<file path="src/rtl/vote_ballot_collector.sv">
`default_nettype none
// ============================================================================
// Module   : vote_ballot_collector
// Brief    : Collects one ballot per voter ID over valid/ready and presents the
//            assembled vote vector on close (full collection or timeout).
// Revision : 1.0 - initial release
// ============================================================================
module vote_ballot_collector #(
    parameter int VEC_W          = 16,
    parameter int ID_W           = 4,
    parameter int TIMEOUT_CYCLES = 255
) (
    input  logic             clk,
    input  logic             rst_n,
    input  logic             start,
    input  logic             ballot_valid,
    output logic             ballot_ready,
    input  logic [ID_W-1:0]  ballot_id,
    input  logic             ballot_vote,
    output logic             out_valid,
    input  logic             out_ready,
    output logic [VEC_W-1:0] p_vector,
    output logic [4:0]       missing_cnt,
    output logic             dup_err,
    output logic             busy
);

    typedef enum logic [1:0] {
        S_IDLE    = 2'd0,
        S_COLLECT = 2'd1,
        S_PRESENT = 2'd2
    } state_t;

    localparam logic [15:0] c_timer_last = 16'(TIMEOUT_CYCLES - 1);
    localparam logic [15:0] c_timer_max  = 16'(TIMEOUT_CYCLES);

    state_t             r_state;
    state_t             w_state_nxt;
    logic [VEC_W-1:0]   r_mask;
    logic [VEC_W-1:0]   r_vector;
    logic [15:0]        r_timer;
    logic [4:0]         r_missing;
    logic               r_dup;

    logic [VEC_W-1:0]   w_onehot;
    logic               w_accept;
    logic               w_take;
    logic               w_is_dup;
    logic [VEC_W-1:0]   w_mask_upd;
    logic [VEC_W-1:0]   w_vector_upd;
    logic               w_close;
    logic [4:0]         w_missing_upd;

    function automatic logic [4:0] f_popcount(input logic [VEC_W-1:0] v);
        logic [4:0] n;
        n = '0;
        for (int i = 0; i < VEC_W; i++) begin
            n = n + 5'(v[i]);
        end
        return n;
    endfunction

    assign ballot_ready = (r_state == S_COLLECT);
    assign out_valid    = (r_state == S_PRESENT);
    assign busy         = (r_state != S_IDLE);
    assign p_vector     = r_vector;
    assign missing_cnt  = r_missing;
    assign dup_err      = r_dup;

    assign w_onehot  = {{(VEC_W-1){1'b0}}, 1'b1} << ballot_id;
    assign w_accept  = ballot_valid & ballot_ready;
    assign w_take    = w_accept & ~r_mask[ballot_id];
    assign w_is_dup  = w_accept &  r_mask[ballot_id];

    // Close decision sees the ballot accepted this very cycle.
    always_comb begin
        w_mask_upd   = r_mask;
        w_vector_upd = r_vector;
        if (w_take) begin
            w_mask_upd   = r_mask | w_onehot;
            w_vector_upd = ballot_vote ? (r_vector | w_onehot) : (r_vector & ~w_onehot);
        end
        w_close       = (&w_mask_upd) | (r_timer == c_timer_last);
        w_missing_upd = f_popcount(~w_mask_upd);
    end

    always_comb begin
        w_state_nxt = r_state;
        case (r_state)
            S_IDLE:    if (start)     w_state_nxt = S_COLLECT;
            S_COLLECT: if (w_close)   w_state_nxt = S_PRESENT;
            S_PRESENT: if (out_ready) w_state_nxt = S_IDLE;
            default:                  w_state_nxt = S_IDLE;
        endcase
    end

    always_ff @(posedge clk or negedge rst_n) begin
        if (!rst_n) begin
            r_state   <= S_IDLE;
            r_mask    <= '0;
            r_vector  <= '0;
            r_timer   <= '0;
            r_missing <= '0;
            r_dup     <= 1'b0;
        end else begin
            r_state <= w_state_nxt;
            r_dup   <= w_is_dup;
            case (r_state)
                S_IDLE: begin
                    if (start) begin
                        r_mask   <= '0;
                        r_vector <= '0;
                        r_timer  <= '0;
                    end
                end
                S_COLLECT: begin
                    r_mask   <= w_mask_upd;
                    r_vector <= w_vector_upd;
                    if (r_timer != c_timer_max) begin
                        r_timer <= r_timer + 16'd1;
                    end
                    if (w_close) begin
                        r_missing <= w_missing_upd;
                    end
                end
                default: ;
            endcase
        end
    end

endmodule
`default_nettype wire

</file>
<file path="config.mk">
export PLATFORM = sky130hd
export DESIGN_NAME = vote_ballot_collector
export DESIGN_NICKNAME = d
export VERILOG_FILES = /design/src/rtl/vote_ballot_collector.sv
export SDC_FILE = /design/constraint.sdc
export NUM_CORES = 1
export LEC_CHECK = 0
export BUFFER_PORTS_ARGS = -buffer_cell sky130_fd_sc_hd__clkbuf_2
export CAP_MARGIN = 20
export CORE_ASPECT_RATIO = 0.7
export CORE_MARGIN = 5
export CORE_UTILIZATION = 50
export CTS_CLUSTER_SIZE = 14
export DETAILED_ROUTE_END_ITERATION = 12
export GPL_ROUTABILITY_DRIVEN = 0
export PLACE_DENSITY = 0.71
export SLEW_MARGIN = 40
export SYNTH_ARGS = -nofsm -noshare
export SYNTH_HDL_FRONTEND = slang
export SYNTH_SLANG_ARGS = --single-unit
</file>
<file path="constraint.sdc">
create_clock -name clk -period 11.7 [get_ports clk]
set_input_delay 1.755 -clock clk [delete_from_list [all_inputs] [get_ports clk]]
set_output_delay 1.755 -clock clk [all_outputs]
set_load 0.1 [all_outputs]
</file>
## Word-level counts from Yosys, hierarchy flattened

Index checks and enable logic that the tools add are counted.

| word-level totals | value |
|---|---|
| register bits after elaboration | 56 |
| input port bits | 10 |
| output and inout port bits | 25 |
| logic and storage cells | 66 |

| operators by class | value |
|---|---|
| add/sub/neg operators | 16 |
| magnitude comparators | 1 |
| eq/ne operators | 9 |
| shifts and indexed selects | 1 |
| muxes and demuxes | 14 |
| bitwise gates (word level) | 10 |
| reductions and logical operators | 9 |

Operators with widths:

| kind | count |
|---|---|
| one-hot mux 16 bit (2 select lines) | 3 |
| 2-to-1 mux 16 bit | 5 |
| adder 5 x 1 -> 5 bit | 11 |
| NOT 16 bit | 2 |
| OR 16 bit | 2 |
| adder 16 x 1 -> 16 bit (second input constant) | 1 |
| bitwise AND 16 bit | 1 |
| equality test 16 x 8 -> 1 bit (second input constant) | 1 |
| != test 16 x 8 -> 1 bit (second input constant) | 1 |
| AND reduction 16 bit | 1 |
| left shift 1 x 4 -> 16 bit (first input constant) | 1 |
| AND reduction 3 bit | 3 |
| != test 2 x 1 -> 1 bit (second input constant) | 4 |
| 2-to-1 mux 2 bit | 3 |
| one-hot mux 2 bit (3 select lines) | 1 |
| adder 4 x 1 -> 5 bit | 1 |
| < comparator 4 x 5 -> 1 bit (second input constant) | 1 |
| adder 3 x 1 -> 4 bit | 1 |
| binary-select mux 1 bit (select 4 bit) | 1 |
| AND reduction 2 bit | 2 |
| nonzero test 2 bit | 2 |
| adder 2 x 1 -> 3 bit | 1 |
| bitwise AND 1 bit | 3 |
| adder 1 x 1 -> 2 bit | 1 |
| other kinds (7) | 7 |

## Depth between registers and ports, before layout

| depth | value |
|---|---|
| depth in word-level cells | 21 |
| mapped depth | 18 |
| gate-level depth less buffers | 16 |

## Worst setup path after synthesis

Ideal clock, no wire load.

| timing | value |
|---|---|
| kind | in2reg |
| start | input port ballot_id[0] |
| end | register r_missing[4] (netlist: missing_cnt[4]) |
| arrival | 6.248 ns |
| required time | 11.574 ns |
| setup slack | 5.325 ns |
| cell stages on the path | 17 |
| cells stage by stage | buf_2 -> buf_1 -> mux4_2 -> mux2_2 -> nor2_1 -> nand2_1 -> nand2b_1 -> fa_1 -> fa_1 -> fa_1 -> inv_1 -> fa_1 -> ha_1 -> fa_1 -> a21oi_1 -> nor2b_1 -> mux2_4 |

| between the ends | value |
|---|---|
| cells in the longest elaborated chain, start to end | 21 |
| elaborated cells on any way between the ends | 26 |

Ends and longest elaborated chain:

| item | RTL line | text |
|---|---|---|
| start, declared | 18 | `input logic [ID_W-1:0] ballot_id,` |
| binary-select mux 1 bit (select 4 bit) | 72 | `assign w_take = w_accept & ~r_mask[ballot_id];` |
| 2-to-1 mux 1 bit (not written as such) | 72 |  |
| NOT 1 bit | 72 |  |
| bitwise AND 1 bit | 72 |  |
| 2-to-1 mux 16 bit * | 79 | `if (w_take) begin` |
| NOT 16 bit | 84 | `w_missing_upd = f_popcount(~w_mask_upd);` |
| adder 1 x 1 -> 2 bit | 58 | `n = n + 5'(v[i]);` |
| adder 2 x 1 -> 3 bit | 58 |  |
| adder 3 x 1 -> 4 bit | 58 |  |
| adder 4 x 1 -> 5 bit | 58 |  |
| adder 5 x 1 -> 5 bit (11 in a row) | 58 |  |
| end signal, assigned | 123 | `r_missing <= w_missing_upd;` |
| end, declared | 42 | `logic [4:0] r_missing;` |

Mark *: on every way between the ends. The rest lies on a longest branch, timed or not. The select of a mux whose other input is x is not followed.
A chain may end at the register's enable or synchronous reset.

## Final worst setup path

| timing | value |
|---|---|
| start | input port ballot_id[2] |
| end | register r_missing[4] (netlist: missing_cnt[4]) |

Same word-level chain as after synthesis.

==> results.toml <==
[synthesis]
synth_top_cell_area_share_pct = 41.74
synth_top_family_by_area = "simple AND/OR/NAND/NOR gates"
avgSynthCellArea_um2 = 10.30
yosys.area_share.simple_pct = 20.09
yosys-top-cells-area = "dfrtp_1 42%, fa_1 6.0%, nor2_1 5.9%, mux2i_1 5.1%, mux4_2 3.4%"
synth_ff_type = "dfrtp_1"
synth_warnings = 0
ys_async_sr_fraction_pct = 100.0
synth_compound_gate_area_share_pct = 9.802
synth_top_cell_by_area = "dfrtp_1"
ys_types = 52
synthTopCellsByCount = "56 x dfrtp_1, 53 x nor2_1, 20 x nand2_1"
yosysSeqAreaShare_pct = 41.74
synth_xor_area_share_pct = 4.174
synthMuxAreaShare_pct = 11.67
syn_nets = 354
synthAdderAreaFrac_pct = 8.945
netlist_area_mm2 = 0.003357
ys_seq_elements = 56
synth_edf_count = 0
syn_inst = 326
yosysMostFrequentCell = "dfrtp_1"

[clocking]
cts_tree = "yes"
h-tree-depth = 2
post_cts_resized = 0
clock_latency_ns = 0.30
cts_root_buffer = "clkbuf_8"
cts_sinks = 56
cts_setup_buffers = 0
clockBufferDepth = 2
numCtsBuffers = 5
hold_buffers = 0
clk_pin_slew_worst_paths_ns = 0.10

[critical_path]
crit_chain = "clkbuf_2 -> mux4_2 -> mux2_2 -> nor2_1 -> nand2_1 -> nand2b_1 -> fa_1 -> fa_1 -> fa_1 -> inv_1 -> fa_1 -> ha_1 -> fa_1 -> a21oi_1 -> nor2b_1 -> mux2_4"
critPathMaxFanout = 17
slowest_delay_ns = 0.55
slowest_stage = "mux4_2"
required_ns = 11.90
worstReg2RegStart = "r_mask[4]"
cp-startpoint = "ballot_id[2]"
critPathCaptureType = "flip-flop"
crit_path_start_kind = "input port"
critPathMostFrequentCell = "fa_1"
critPathKind = "input port to flip-flop"
worstPathArrival_ns = 6.49

[global_route]
grt-ovfl-total = 0
grtUsageMet3_pct = 5.094
grt_pass1_wl_um = 12760
grt_pass1_vias = 2430
grt_util_met2_pct = 25.50
track_usage_pct = 19.29
met1_usage_pct = 31.20
antenna_found_initial = 0
grt_busiest_layer = "met1"
grt_max_degree = 57

[run]
cap_violations = 0

[sta]
period_share_pct = 53.74
worstMarginPinSlew_ns = 0.7085
rsz0062_at_grt = "false"
slew_headroom_pct = 52.67
tns_ns = 0
slew_viol_final = 0
hold_viol = 0
fin_hold_ws_ns = 0.5177
skew_ns = 0.005926
timing.fmax_ghz = 0.1590
fin_ws_ns = 5.412
setup_viol = 0
post-route-min-period_ns = 6.288

[layout]
design_area_mm2 = 0.003672
multi_input_area_mm2 = 0.001838
fin_util_pct = 55.38
instances_no_fill = 448
nFillCells = 621
seqCellArea_mm2 = 0.001401
diodes = 0
nets = 382
drive_above_1_share_pct = 19.21
area_growth_pct = 9.392

[floorplanning]
fp-row-count = 25
ios = 35
start_util_pct = 50.62
dieHeight_um = 78.56
core_mm2 = 0.006631
die-area_mm2 = 0.008479
die_w_um = 107.9

[placement]
pre_cts_ws_ns = 5.060
place_area_mm2 = 0.003595
dp_cells = 441
io_buffer_count = 34
dp_hpwl_um = 5663

[power_and_ir_drop]
power_frac_clock_pct = 12.0
pwr-share-comb_pct = 56.1
seq_power_share_pct = 31.9
leakagePower_nw = 1.796
peakVddDrop_mv = 0.1182
p_int_mw = 0.4565
p_sw_mw = 0.3805
power_mw = 0.8369
power_density_mw_per_mm2 = 227.9
switching_share_pct = 45.46

[run_status]
status = "complete, no violations"

[route]
drcViolationCount = 0
antenna_left = 0
drtPass1Iterations = 4
drt-initial-drc-count = 223
num_vias = 2525
wl_um = 7587
vias_per_cell = 5.636
routedWlPerCell_um = 16.94

[worst_hold_path]
hold_path.class = "flip-flop to flip-flop"
worstHoldStart = "r_mask[0]"
## registers in the layout, indices dropped and copies added, names as in the netlist
signal,flops
dup_err,1
r_timer,16
r_state,2
p_vector,16
missing_cnt,5
r_mask,16
## cell type report
class	count	area share, %
inverters	14	1.431
multi-input cells	241	50.05
repair buffers	36	5.043
flip-flops and latches	56	38.16
clock buffers	6	1.976
clock inverters	1	0.1363
well taps	94	3.203
## critical path, delay by kind of cell
kind | cells | cell delay [ns]
AOI/OAI and AO/OA | 1 | 0.15
buffers and inverters | 2 | 0.38
and+or+nand+nor | 4 | 0.47
adders and majority gates | 6 | 2.63
muxes | 3 | 1.08
## metal layers
layer | vias to the layer above | routed length (um)
met1 | 1231 | 3843
met5 | - | 0
li1 | 1186 | -
met3 | 5 | 681
met2 | 103 | 3017
met4 | 0 | 45
## worst paths after layout
| check | to | slack, ns | depth (start not counted) |
|---|---|---|---|
| worst max-delay path | missing_cnt[4] | 5.41 | 16 |
| worst min-delay path | r_mask[0] | 0.52 | 2 |
| worst max register to register | missing_cnt[4] | 6.77 | 15 |
| worst min register to register | r_mask[0] | 0.52 | 2 |
| max in group asynchronous | p_vector[2] | 9.67 | 2 |
| min in group asynchronous | r_timer[15] | 1.57 | 2 |
## cells in the final DEF (no fill, tap or decap), types with 3 or more instances in the layout
| cell | count |
|---|---|
| mux2_4 | 5 |
| xnor2_1 | 4 |
| mux2_2 | 3 |
| or2_2 | 5 |
| a21oi_1 | 13 |
| o211ai_1 | 5 |
| mux4_2 | 5 |
| nand2_1 | 20 |
| and2_1 | 7 |
| and3_1 | 5 |
| ha_1 | 8 |
| nor2_1 | 52 |
| xor2_1 | 12 |
| o21ai_0 | 3 |
| o2111ai_1 | 4 |
| a31oi_1 | 4 |
| nor4_1 | 4 |
| nor3_1 | 3 |
| clkbuf_8 | 5 |
| dfrtp_1 | 56 |
| nand4_1 | 5 |
| nand3_1 | 6 |
| nand2b_1 | 5 |
| nor2b_1 | 5 |
| clkbuf_2 | 34 |
| fa_1 | 10 |
| a21o_1 | 7 |
| mux2i_1 | 17 |
| inv_1 | 14 |
## cell families after synthesis
| kind of cell | Yosys count |
|---|---|
| and+or+nand+nor | 131 |
| adders and majority gates | 18 |
| AOI/OAI and AO/OA | 46 |
| DFF | 56 |
| xor gates and xnor gates | 16 |
| buffers and inverters | 29 |
| muxes | 30 |
## power groups by stage
stage | logic (mW) | registers, mW | clock network (mW)
after floorplan | 0.317 | 0.330 | 0
after global routing | 0.542 | 0.272 | 0.113
final | 0.469 | 0.267 | 0.101
after detailed placement | 0.479 | 0.269 | 0
after global placement | 0.458 | 0.269 | 0
after CTS | 0.480 | 0.266 | 0.106
(Power assumes the default switching activity.)
